`src/rtl/adc_ascii_framer.sv`:
```
// rtl/adc_ascii_framer.sv - periodic ADC sample to ASCII decimal frame ("ddd\r\n") for a UART
module adc_ascii_framer #(
   parameter int PERIOD = 10000000
) (
   input  logic       clk,
   input  logic       rst,
   input  logic [7:0] sample,
   input  logic       sample_valid,
   output logic [7:0] tx_data,
   output logic       tx_en,
   input  logic       tx_done,
   output logic       busy,
   output logic       frame_drop
);

   localparam int TW = (PERIOD > 1) ? $clog2(PERIOD) : 1;

   typedef enum logic [2:0] {
      IDLE = 3'd0,
      CONV = 3'd1,
      LOAD = 3'd2,
      SEND = 3'd3,
      GAP  = 3'd4
   } state_t;

   state_t        state_q, state_d;
   logic [TW-1:0] timer_q;
   logic          tc;
   logic [7:0]    hold_q, hold_d;
   logic          fresh_q, fresh_d;
   logic [7:0]    sh_q, sh_d;
   logic [11:0]   bcd_q, bcd_d;
   logic [11:0]   bcd_adj;
   logic [2:0]    cnt_q, cnt_d;
   logic [2:0]    idx_q, idx_d;
   logic [7:0]    tx_data_q, tx_data_d;
   logic          tx_en_q, tx_en_d;
   logic          busy_q, busy_d;
   logic          frame_drop_q, frame_drop_d;

   // Byte idx of the frame: three ASCII digits (leading zeros kept), then CR, LF.
   function automatic logic [7:0] frame_byte(input logic [2:0] idx, input logic [11:0] bcd);
      case (idx)
         3'd0:    frame_byte = {4'h3, bcd[11:8]};
         3'd1:    frame_byte = {4'h3, bcd[7:4]};
         3'd2:    frame_byte = {4'h3, bcd[3:0]};
         3'd3:    frame_byte = 8'h0D;
         default: frame_byte = 8'h0A;
      endcase
   endfunction

   assign tc = (timer_q == TW'(PERIOD - 1));

   // Free-running frame timer; wraps at PERIOD-1 regardless of FSM state.
   always_ff @(posedge clk or posedge rst) begin
      if (rst) begin
         timer_q <= '0;
      end else if (tc) begin
         timer_q <= '0;
      end else begin
         timer_q <= timer_q + TW'(1);
      end
   end

   // Double-dabble correction: add 3 to every BCD digit >= 5 before the next shift.
   always_comb begin
      bcd_adj = bcd_q;
      if (bcd_q[3:0]  >= 4'd5) bcd_adj[3:0]  = bcd_q[3:0]  + 4'd3;
      if (bcd_q[7:4]  >= 4'd5) bcd_adj[7:4]  = bcd_q[7:4]  + 4'd3;
      if (bcd_q[11:8] >= 4'd5) bcd_adj[11:8] = bcd_q[11:8] + 4'd3;
   end

   // Next-state logic: sample capture, frame start, conversion, byte handshaking, drop detection.
   always_comb begin
      state_d      = state_q;
      hold_d       = hold_q;
      fresh_d      = fresh_q;
      sh_d         = sh_q;
      bcd_d        = bcd_q;
      cnt_d        = cnt_q;
      idx_d        = idx_q;
      tx_data_d    = tx_data_q;
      tx_en_d      = tx_en_q;
      frame_drop_d = 1'b0;

      if (sample_valid) begin
         hold_d  = sample;
         fresh_d = 1'b1;
      end

      case (state_q)
         IDLE: begin
            if (tc && fresh_q) begin
               // The same-cycle sample is newer than the held one, so it wins.
               sh_d    = sample_valid ? sample : hold_q;
               fresh_d = 1'b0;
               bcd_d   = '0;
               cnt_d   = '0;
               state_d = CONV;
            end
         end
         CONV: begin
            bcd_d = {bcd_adj[10:0], sh_q[7]};
            sh_d  = {sh_q[6:0], 1'b0};
            cnt_d = cnt_q + 3'd1;
            if (cnt_q == 3'd7) begin
               state_d = LOAD;
            end
         end
         LOAD: begin
            idx_d     = 3'd0;
            tx_data_d = frame_byte(3'd0, bcd_q);
            tx_en_d   = 1'b1;
            state_d   = SEND;
         end
         SEND: begin
            if (tx_done) begin
               tx_en_d = 1'b0;
               if (idx_q == 3'd4) begin
                  state_d = IDLE;
               end else begin
                  idx_d     = idx_q + 3'd1;
                  tx_data_d = frame_byte(idx_q + 3'd1, bcd_q);
                  state_d   = GAP;
               end
            end
         end
         GAP: begin
            tx_en_d = 1'b1;
            state_d = SEND;
         end
         default: begin
            tx_en_d = 1'b0;
            state_d = IDLE;
         end
      endcase

      // A frame slot that arrives while a frame is still going out is skipped, not queued.
      if (tc && (state_q != IDLE)) begin
         frame_drop_d = 1'b1;
      end

      busy_d = (state_d != IDLE);
   end

   // State and output registers; reset aborts any frame in progress.
   always_ff @(posedge clk or posedge rst) begin
      if (rst) begin
         state_q      <= IDLE;
         hold_q       <= '0;
         fresh_q      <= 1'b0;
         sh_q         <= '0;
         bcd_q        <= '0;
         cnt_q        <= '0;
         idx_q        <= '0;
         tx_data_q    <= '0;
         tx_en_q      <= 1'b0;
         busy_q       <= 1'b0;
         frame_drop_q <= 1'b0;
      end else begin
         state_q      <= state_d;
         hold_q       <= hold_d;
         fresh_q      <= fresh_d;
         sh_q         <= sh_d;
         bcd_q        <= bcd_d;
         cnt_q        <= cnt_d;
         idx_q        <= idx_d;
         tx_data_q    <= tx_data_d;
         tx_en_q      <= tx_en_d;
         busy_q       <= busy_d;
         frame_drop_q <= frame_drop_d;
      end
   end

   assign tx_data    = tx_data_q;
   assign tx_en      = tx_en_q;
   assign busy       = busy_q;
   assign frame_drop = frame_drop_q;

endmodule

```
`config.mk`:
```
export PLATFORM = sky130hd
export DESIGN_NAME = adc_ascii_framer
export DESIGN_NICKNAME = d
export VERILOG_FILES = /design/src/rtl/adc_ascii_framer.sv
export SDC_FILE = /design/constraint.sdc
export NUM_CORES = 1
export LEC_CHECK = 0
export CORE_UTILIZATION = 50
export CTS_BUF_LIST = sky130_fd_sc_hd__clkbuf_4 sky130_fd_sc_hd__clkbuf_8 sky130_fd_sc_hd__clkbuf_16
export CTS_CLUSTER_SIZE = 14
export DETAILED_ROUTE_END_ITERATION = 12
export HOLD_SLACK_MARGIN = 0.05
export PLACE_DENSITY = 0.66
export SYNTH_ARGS = -nofsm -noshare
export SYNTH_HDL_FRONTEND = slang
export SYNTH_SLANG_ARGS = --single-unit
```
`constraint.sdc`:
```
create_clock -name clk -period 5.8 [get_ports clk]
set_input_delay 1.16 -clock clk [delete_from_list [all_inputs] [get_ports clk]]
set_output_delay 1.16 -clock clk [all_outputs]
set_load 0.02 [all_outputs]
```
* Word level (Yosys, flattened, before mapping)
Index checks and enable logic that the tools add are counted.
** Word-level totals
- Flip-flop bits (word level) :: 73
- Output and inout bits :: 11
- Word-level logic and storage cells :: 77
** Cells by class
- $add $sub $neg :: 6
- $lt $le $gt $ge :: 3
- Equality and inequality tests :: 13
- Muxes and demuxes :: 29
- Bitwise operators :: 1
- Reductions and logical operators :: 13
** Operator list (count)
- two-way mux 8 bit :: 4
- one-hot mux 8 bit (2 select lines) :: 2
- adder 24 x 1 -> 24 bit (second input constant) :: 1
- equality test 24 bit (second input constant) :: 1
- two-way mux 24 bit :: 1
- two-way mux 3 bit :: 8
- one-hot mux 12 bit (2 select lines) :: 1
- one-hot mux 6 bit (4 select lines) :: 1
- equality test 3 x 2 -> 1 bit (second input constant) :: 4
- >= comparator 4 x 3 -> 1 bit (second input constant) :: 3
- two-way mux 12 bit :: 1
- one-hot mux 3 bit (2 select lines) :: 2
- one-hot mux 3 bit (4 select lines) :: 1
- equality test 3 bit (second input constant) :: 3
- adder 4 x 2 -> 4 bit (second input constant) :: 2
- two-way mux 4 bit :: 2
- adder 3 x 1 -> 3 bit (second input constant) :: 2
- equality test 3 x 1 -> 1 bit (second input constant) :: 2
- zero test 3 bit :: 2
- != test 2 bit (second input constant) :: 3
- nonzero test 3 bit :: 2
- two-way mux 1 bit :: 5
- AND reduction 2 bit :: 2
- nonzero test 2 bit :: 2
- other kinds (6) :: 8

* Depth between registers and ports, before layout
Gate-level depths: netlist of run 1.
- Depth in word-level cells :: 6
- Gate-level depth with buffers :: 8
- Depth with buffers taken out :: 7

* Worst setup path before layout of run 1
OpenSTA, ideal clock, no wires.
- Kind :: input-to-reg
- Start point :: input sample_valid
- End point :: register sh_q[3]
- Library setup time :: 0.119 ns
- Arrival time :: 2.060 ns
- Required time :: 5.681 ns
- Path slack :: 3.621 ns
- Stages on the path :: 4
- Cell sequence :: clkbuf_1 > mux2_2 > o22a_1 > o21a_1
** Between the ends
- Cells in the longest elaborated chain, start to end :: 3
** RTL lines
- start: declaration :: RTL line 8 : input logic sample_valid,
- two-way mux 8 bit
- two-way mux 8 bit :: RTL line 93 : if (tc && fresh_q) begin
- one-hot mux 8 bit (2 select lines) :: RTL line 91 : case (state_q)
- end signal: assignment :: RTL line 152 : sh_q <= '0;
- end signal: assignment :: RTL line 164 : sh_q <= sh_d;
- end: declaration :: RTL line 31 : logic [7:0] sh_q, sh_d;
Every way passes these cells. The select of a mux whose other input is x is not followed.
A chain may end at the register's enable or synchronous reset.

* Worst setup path in the final report of run 1
- Start point :: input tx_done
- End point :: register idx_q[2]
** Between the ends
- Cells in the longest elaborated chain, start to end :: 2
** RTL lines
- start: declaration :: RTL line 11 : input logic tx_done,
- != test 2 bit (no source line)
- AND reduction 3 bit (no source line)
- end signal: assignment :: RTL line 167 : idx_q <= idx_d;
- end: declaration :: RTL line 35 : logic [2:0] idx_q, idx_d;
Every way passes these cells.

==> summary.md, run 1 <==
| Metric | Value |
|---|---|
| Status | `complete, no violations` |
| CTS sink cnt | `70` |
| Die Span Y | `85.23 um` |
| Hold depth | `2` |
| Clock Skew | `7.840 ps` |
| M1 WL | `3.348 mm` |
| Actual slew at the worst max-slew pin | `1199 ps` |
| Number of global-route vias before repair | `2396` |
| Gp weighted congestion | `0.8032` |
| Clock root cell | `clkbuf_8` |
| Core area | `6531 sq um` |
| Critical Path Stages | `5` |
| Critical-path maximum fanout | `12` |
| WS Path Type | `primary input to flop` |
| Routed vias | `2540` |
| Max layer used | `met4` |
| EDFF count, synth | `0` |
| Unique cell type count in the Yosys netlist | `46` |
| Met3 Wirelength | `255 um` |
| Layout area overhead | `12.54%` |
| First-pass GRT wire length | `11.27 mm` |
| CP top delay family | `compound AO/OA/AOI/OAI gates` |
| Hold Buf Count CTS | `0` |
| 1st-iter DRT viols | `183` |
| Hold Path Class | `flop to flop` |
| Crit path capture type | `flop` |
| Ports | `23` |
| Diode count | `0` |
| Post-synthesis cell area | `3463 sq um` |
| Clk buf depth | `2` |
| Tot Pwr | `1714 uW` |
| Drt first pass iters | `4` |
| Met2 WL | `2.714 mm` |
| PortBufs | `20` |
| Maximum VDD drop | `0.0002738 V` |
| Async SR Flop Fraction | `100.0%` |
| Max Transition Viols Final | `0` |
| Number of antenna-violating nets in the routed design | `0` |
| Slowest-stage cell, CP | `a21boi_0` |
| Post_cts resized | `0` |
| Period utilisation layout | `51.48%` |
| Worst Reg2Reg Path Length in Cells | `7` |
| Worst setup SP type | `primary input` |
| Htree depth | `3` |
| Pin count of the biggest net entering global routing | `37` |
| Synth Flop Type | `dfrtp_1` |
| Final setup TNS | `0 ps` |
| Crit path time final | `2986 ps` |
| GR Util All Layers | `19.94%` |
| Post-route DRC | `0` |
| Cts bufs inserted | `9` |
| Syn Area/Cell | `10.19 sq um` |
| Most frequent cells in the layout | `dfrtp_1, nand2_1, nor2_1, nand3_1` |
| Peak Freq | `0.3349 GHz` |
| Slowest stage delay, CP | `930 ps` |
| Setup bufs post-CTS | `0` |
| Most common cell after layout, fill and taps aside | `dfrtp_1` |
| Rows | `29` |
| Fraction of layout cells with a size suffix above 1 | `8.264%` |
| Routed len/inst | `14.56 um` |
| DRT Wirelength | `6.405 mm` |
| MaxCap Viol Count | `0` |
| CTS clk-pin slew, worst paths | `70 ps` |
| Initial Util | `53.03%` |
| Post-synthesis register bit count | `70` |
| PD cells | `439.7 nW/um^2` |
| Post-synthesis sequential area ratio | `50.58%` |
| Crit path buffers/inverters | `1` |
| Die ar. | `7263 sq um` |
| RSZ-0062 raised after global routing | `false` |
| Yosys warnings | `0` |
| WP data required | `6020 ps` |
| CTS tree | `built` |
| Final HPWL DP | `4.334 mm` |
| Nets@finish | `387` |
| Slew HR | `19.35%` |
| Grt ovf | `0` |
| Skew-Pair Late Insertion Delay | `330 ps` |
| DIE WIDTH | `85.23 um` |
| Vias/cell | `5.773` |
| Final Hold Viols | `0` |
| Final Setup Violations | `0` |
| Mapped Cells | `340` |
| CP arrival | `3200 ps` |
| LEAKAGE | `0.001710 uW` |
| Initial antenna violation count | `0` |
| CP Cell Sequence | `clkdlybuf4s50_1 -> nand2_1 -> a21boi_0 -> o21ai_0 -> a22o_1` |
[metrics by stage]
| stage | cell area (sq um) | utilization (%) | setup slack (ps) | std cells | hold WS (ps) |
|---|---|---|---|---|---|
| finish | 3897 | 59.67 | 2814 | 440 | 473.8 |
| global route | 3897 | 59.67 | 2569 | 440 | 501.2 |
| CTS | 3897 | 59.67 | 2794 | 440 | 472.6 |
| detailed placement | 3701 | 56.67 | 2459 | 426 | 455.7 |
| global placement | 3701 | 56.67 | 2544 | 426 | 458.3 |
| floorplan | 3467 | - | 2872 | 341 | 439.4 |
[power breakdown]
group | internal, uW | total (uW) | switching (uW)
Sequential | 601 | 705 | 104
Combinational | 274 | 615 | 341
Clock | 227 | 394 | 166
Total | 1100 | 1710 | 611
[logic make-up after synthesis]
kind of cell	count (synthesis)	share of synthesized area [%]
compound gates	74	13.84
xor+xnor	25	6.322
fa+ha+maj	15	5.419
buf+inv	30	3.866
flops	70	50.58
mux	10	3.215
other cells	1	0.1083
simple gates	115	16.65
[final timing paths]
check	slack [ps]	to	start
setup / recovery	2810	idx_q[2]	tx_done
hold / removal	470	bcd_q[0]	sh_q[7]
setup reg to reg	3380	idx_q[2]	idx_q[0]
hold reg to reg	470	bcd_q[0]	sh_q[7]
max in group asynchronous	3560	bcd_q[10]	rst
min in group asynchronous	1290	timer_q[12]	rst
[area by class of cell]
cell class,count,area [sq um]
inverters,17,63.81
fillers,565,2634
clock inverters,1,30.03
well taps,77,96.34
repair buffers,21,207.7
clock buffers,13,166.4
multi-input cells,241,1582
flip-flops and latches,70,1752
[flip-flops by register name (all words and copies together) (netlist names), 3 cells and up]
register / count
idx_q: 3
timer_q: 24
state_q: 3
bcd_q: 12
cnt_q: 3
hold_q: 8
tx_data: 5
sh_q: 8
[cells in the mapped netlist, types with 2 or more instances]
| cell | n | share of area [%] |
|---|---|---|
| a21oi_1 | 16 | 2.3 |
| a221oi_1 | 2 | 0.51 |
| a22oi_1 | 2 | 0.43 |
| a2bb2oi_1 | 2 | 0.51 |
| a31oi_1 | 5 | 0.90 |
| and2_1 | 4 | 0.72 |
| and3_1 | 3 | 0.54 |
| buf_1 | 2 | 0.22 |
| buf_2 | 2 | 0.29 |
| buf_4 | 3 | 0.65 |
| clkbuf_1 | 5 | 0.54 |
| dfrtp_1 | 70 | 51 |
| ha_1 | 15 | 5.4 |
| inv_1 | 17 | 1.8 |
| mux2_2 | 9 | 2.9 |
| nand2_1 | 30 | 3.3 |
| nand2b_1 | 3 | 0.54 |
| nand3_1 | 26 | 3.8 |
| nand4_1 | 6 | 1.1 |
| nor2_1 | 26 | 2.8 |
| nor2b_1 | 3 | 0.54 |
| nor3_1 | 5 | 0.72 |
| nor4_1 | 2 | 0.36 |
| o211ai_1 | 2 | 0.43 |
| o21a_1 | 8 | 1.7 |
| o21ai_0 | 20 | 2.9 |
| o22a_1 | 9 | 2.3 |
| o31ai_1 | 2 | 0.43 |
| xnor2_1 | 17 | 4.3 |
| xor2_1 | 8 | 2.0 |
[worst min-delay path, stage by stage, from the launching register on]
cell and delay (ps):
dfrtp_1 340, nand2_1 50, nand2_1 50
[layer usage]
| metal | GRT usage [%] | vias up |
|---|---|---|
| met4 | 8.320 | 0 |
| li1 | - | 1224 |
| met5 | 0 | - |
| met3 | 3.502 | 9 |
| met2 | 29.11 | 62 |
| met1 | 29.42 | 1245 |
Power figures use the tool's default switching activity.
==> inputs of run 2 (changes only) <==
Clock period 5.8 ns to 3.05 ns, I/O delays scaled along.
==> run 2 against run 1 <==
Against the previous run:
- worst hold slack improved by 4.3 ps
- sequential share of layout area shrank 0.26 points
- core utilization is 0.34 points higher
- count of clock-buffer cells in the layout decreased by 3
- total power increased by 88%
- combinational power is 93% higher
- global-route usage increased by 0.42 points
- cell count up 1.1%
- register-to-register slack worse by 2600 ps
- setup slack worse by 2000 ps
- critical endpoint is now sh_q[1]
- highest routed layer unchanged
==> summary.md, run 2 (synthesized netlist as in run 1, its figures left out) <==
| Metric | Value |
|---|---|
| Status | `complete, no violations (unchanged)` |
| Most common cell after layout, fill and taps aside | `dfrtp_1 (unchanged)` |
| Skew-Pair Late Insertion Delay | `350 ps (was 330 ps)` |
| Layout area overhead | `13.19% (was 12.54%)` |
| Slew HR | `49.05% (was 19.35%)` |
| RSZ-0062 raised after global routing | `false (unchanged)` |
| Critical-path maximum fanout | `25 (was 12)` |
| Final Setup Violations | `0 (unchanged)` |
| CP arrival | `2530 ps (was 3200 ps)` |
| First-pass GRT wire length | `11.36 mm (was 11.27 mm)` |
| CTS clk-pin slew, worst paths | `80 ps (was 70 ps)` |
| Clock Skew | `8.709 ps (was 7.840 ps)` |
| CTS sink cnt | `70 (unchanged)` |
| Final HPWL DP | `4.421 mm (was 4.334 mm)` |
| Post-route DRC | `0 (unchanged)` |
| Die Span Y | `85.23 um (unchanged)` |
| Nets@finish | `390 (was 387)` |
| Pin count of the biggest net entering global routing | `35 (was 37)` |
| HP Start | `timer_q[6] (was sh_q[7])` |
| Cts bufs inserted | `9 (unchanged)` |
| Biggest regs | `timer_q (24), bcd_q (12) (unchanged)` |
| Peak Freq | `0.4377 GHz` |
| CP Cell Sequence | `ha_1 -> nand3_1 -> nor4_4 -> nand3_2 -> o22a_1 -> o21a_1 (was clkdlybuf4s50_1 -> nand2_1 -> a21boi_0 -> o21ai_0 -> a22o_1)` |
| Slowest stage delay, CP | `520 ps (was 930 ps)` |
| Initial antenna violation count | `0 (unchanged)` |
| Slowest-stage cell, CP | `nand3_2 (was a21boi_0)` |
| Core area | `6531 sq um (unchanged)` |
| Hold Buf Count CTS | `0 (unchanged)` |
| Final Instance Area | `3920 sq um (was 3897 sq um)` |
| Worst Reg2Reg Path Length in Cells | `6 (was 7)` |
| Biggest register | `timer_q (unchanged)` |
| Fraction of layout cells with a size suffix above 1 | `9.511% (was 8.264%)` |
| Most frequent cells in the layout | `dfrtp_1, nand2_1, nor2_1, nand3_1 (unchanged)` |
| 1st-iter DRT viols | `151 (was 183)` |
| PortBufs | `20 (unchanged)` |
| Hold EP | `timer_q[6] (was bcd_q[0])` |
| Final setup TNS | `0 ps (unchanged)` |
| Vias/cell | `5.643 (was 5.773)` |
| Flop-to-flop setup slack | `770 ps (was 3380 ps)` |
| Worst setup SP type | `flop (was primary input)` |
| DIE WIDTH | `85.23 um (unchanged)` |
| WS Path Type | `flop to flop (was primary input to flop)` |
| Max Transition Viols Final | `0 (unchanged)` |
| Period utilisation layout | `74.91%` |
| Setup WS post-layout | `765.3 ps (was 2814 ps)` |
| Routed vias | `2511 (was 2540)` |
| Grt ovf | `0 (unchanged)` |
| Pre-CTS WS | `786.5 ps (was 2459 ps)` |
| Rows | `29 (unchanged)` |
| Hold Path Class | `flop to flop (unchanged)` |
| Gp weighted congestion | `0.8242 (was 0.8032)` |
| Diode count | `0 (unchanged)` |
| Setup bufs post-CTS | `0 (unchanged)` |
| Drt first pass iters | `4 (unchanged)` |
| Post_cts resized | `0 (unchanged)` |
| Initial Util | `53.03% (unchanged)` |
| Clock root cell | `clkbuf_8 (unchanged)` |
| Crit path time final | `2285 ps` |
| GR Util All Layers | `20.36% (was 19.94%)` |
| Final Hold Viols | `0 (unchanged)` |
| LEAKAGE | `0.001716 uW (was 0.001710 uW)` |
| DP Area | `3736 sq um (was 3701 sq um)` |
| Maximum VDD drop | `0.0004828 V (was 0.0002738 V)` |
| Crit path capture type | `flop (unchanged)` |
| WP data required | `3300 ps (was 6020 ps)` |
| Number of global-route vias before repair | `2428 (was 2396)` |
| Number of antenna-violating nets in the routed design | `0 (unchanged)` |
| Actual slew at the worst max-slew pin | `758.4 ps (was 1199 ps)` |
| PD cells | `820.3 nW/um^2 (was 439.7 nW/um^2)` |
| Tot Pwr | `3216 uW (was 1714 uW)` |
| Max reg flops | `24 (unchanged)` |
| MaxCap Viol Count | `0 (unchanged)` |
| Clk buf depth | `2 (unchanged)` |
| R2r endpoint | `sh_q[1] (was idx_q[2])` |
| Hold depth | `1 (was 2)` |
| Ports | `23 (unchanged)` |
| Htree depth | `3 (unchanged)` |
| Die ar. | `7263 sq um (unchanged)` |
| R2r startpoint | `timer_q[0] (was idx_q[0])` |
| DRT Wirelength | `6.455 mm (was 6.405 mm)` |
| Routed len/inst | `14.51 um (was 14.56 um)` |
| CTS tree | `built (unchanged)` |
==> run 2: changes by cell type in the layout (fill, tap and decap cells not counted), sizes merged <==
| cell | change |
|---|---|
| clkinv | +3 |
| bufinv | -1 |
| clkbuf | -3 |
| buf | +3 |
| inv | +1 |
| clkinvlp | +2 |
==> run 2: power by group <==
part | internal, uW | total, uW | switching [uW]
registers | 1140 | 1340 | 195
logic | 539 | 1190 | 652
clock network | 321 | 689 | 368
total | 2000 | 3220 | 1210
==> run 2: worst max path at each step <==
stage | depth (start not counted) | from | endpoint | slack, ps
final | 6 | timer_q[0] | sh_q[1] | 770
after global routing | 6 | timer_q[0] | bcd_q[7] | 550
after CTS | 6 | timer_q[0] | sh_q[1] | 770
after detailed placement | 6 | timer_q[0] | sh_q[2] | 790
after global placement | 5 | timer_q[11] | sh_q[7] | 840
after floorplan | 1 | rst | bcd_q[0] | 670
==> run 2: layout make-up <==
class / count / area [sq um]
clock inverters: 6 / 46.29
repair buffers: 24 / 242.7
well taps: 77 / 96.34
multi-input cells: 241 / 1582
clock buffers: 10 / 137.6
fillers: 553 / 2611
flip-flops and latches: 70 / 1752
inverters: 17 / 63.81
==> run 2: metal layers <==
layer	vias up	GRT usage (%)	share of wire, %
li1	1230	-	-
met1	1227	29.34	51
met2	47	29.40	44
met3	7	5.837	3.8
met4	0	7.242	0.98
met5	-	0	0
==> run 2: stage by stage <==
stage / instances / utilization [%] / hold slack, ps
3_5_place_dp: 429 / 57.20 / 467.9
5_1_grt: 445 / 60.02 / 506.4
2_1_floorplan: 341 / - / 439.4
4_1_cts: 445 / 60.02 / 478.1
6_report: 445 / 60.02 / 478.1
3_3_place_gp: 429 / 57.20 / 455.3
==> run 2: critical path, delay by kind of cell, from the launching register on <==
kind | cells | cell delay (ps)
compound gates | 2 | 460
flops | 1 | 390
simple gates | 3 | 1150
fa+ha+maj | 1 | 190
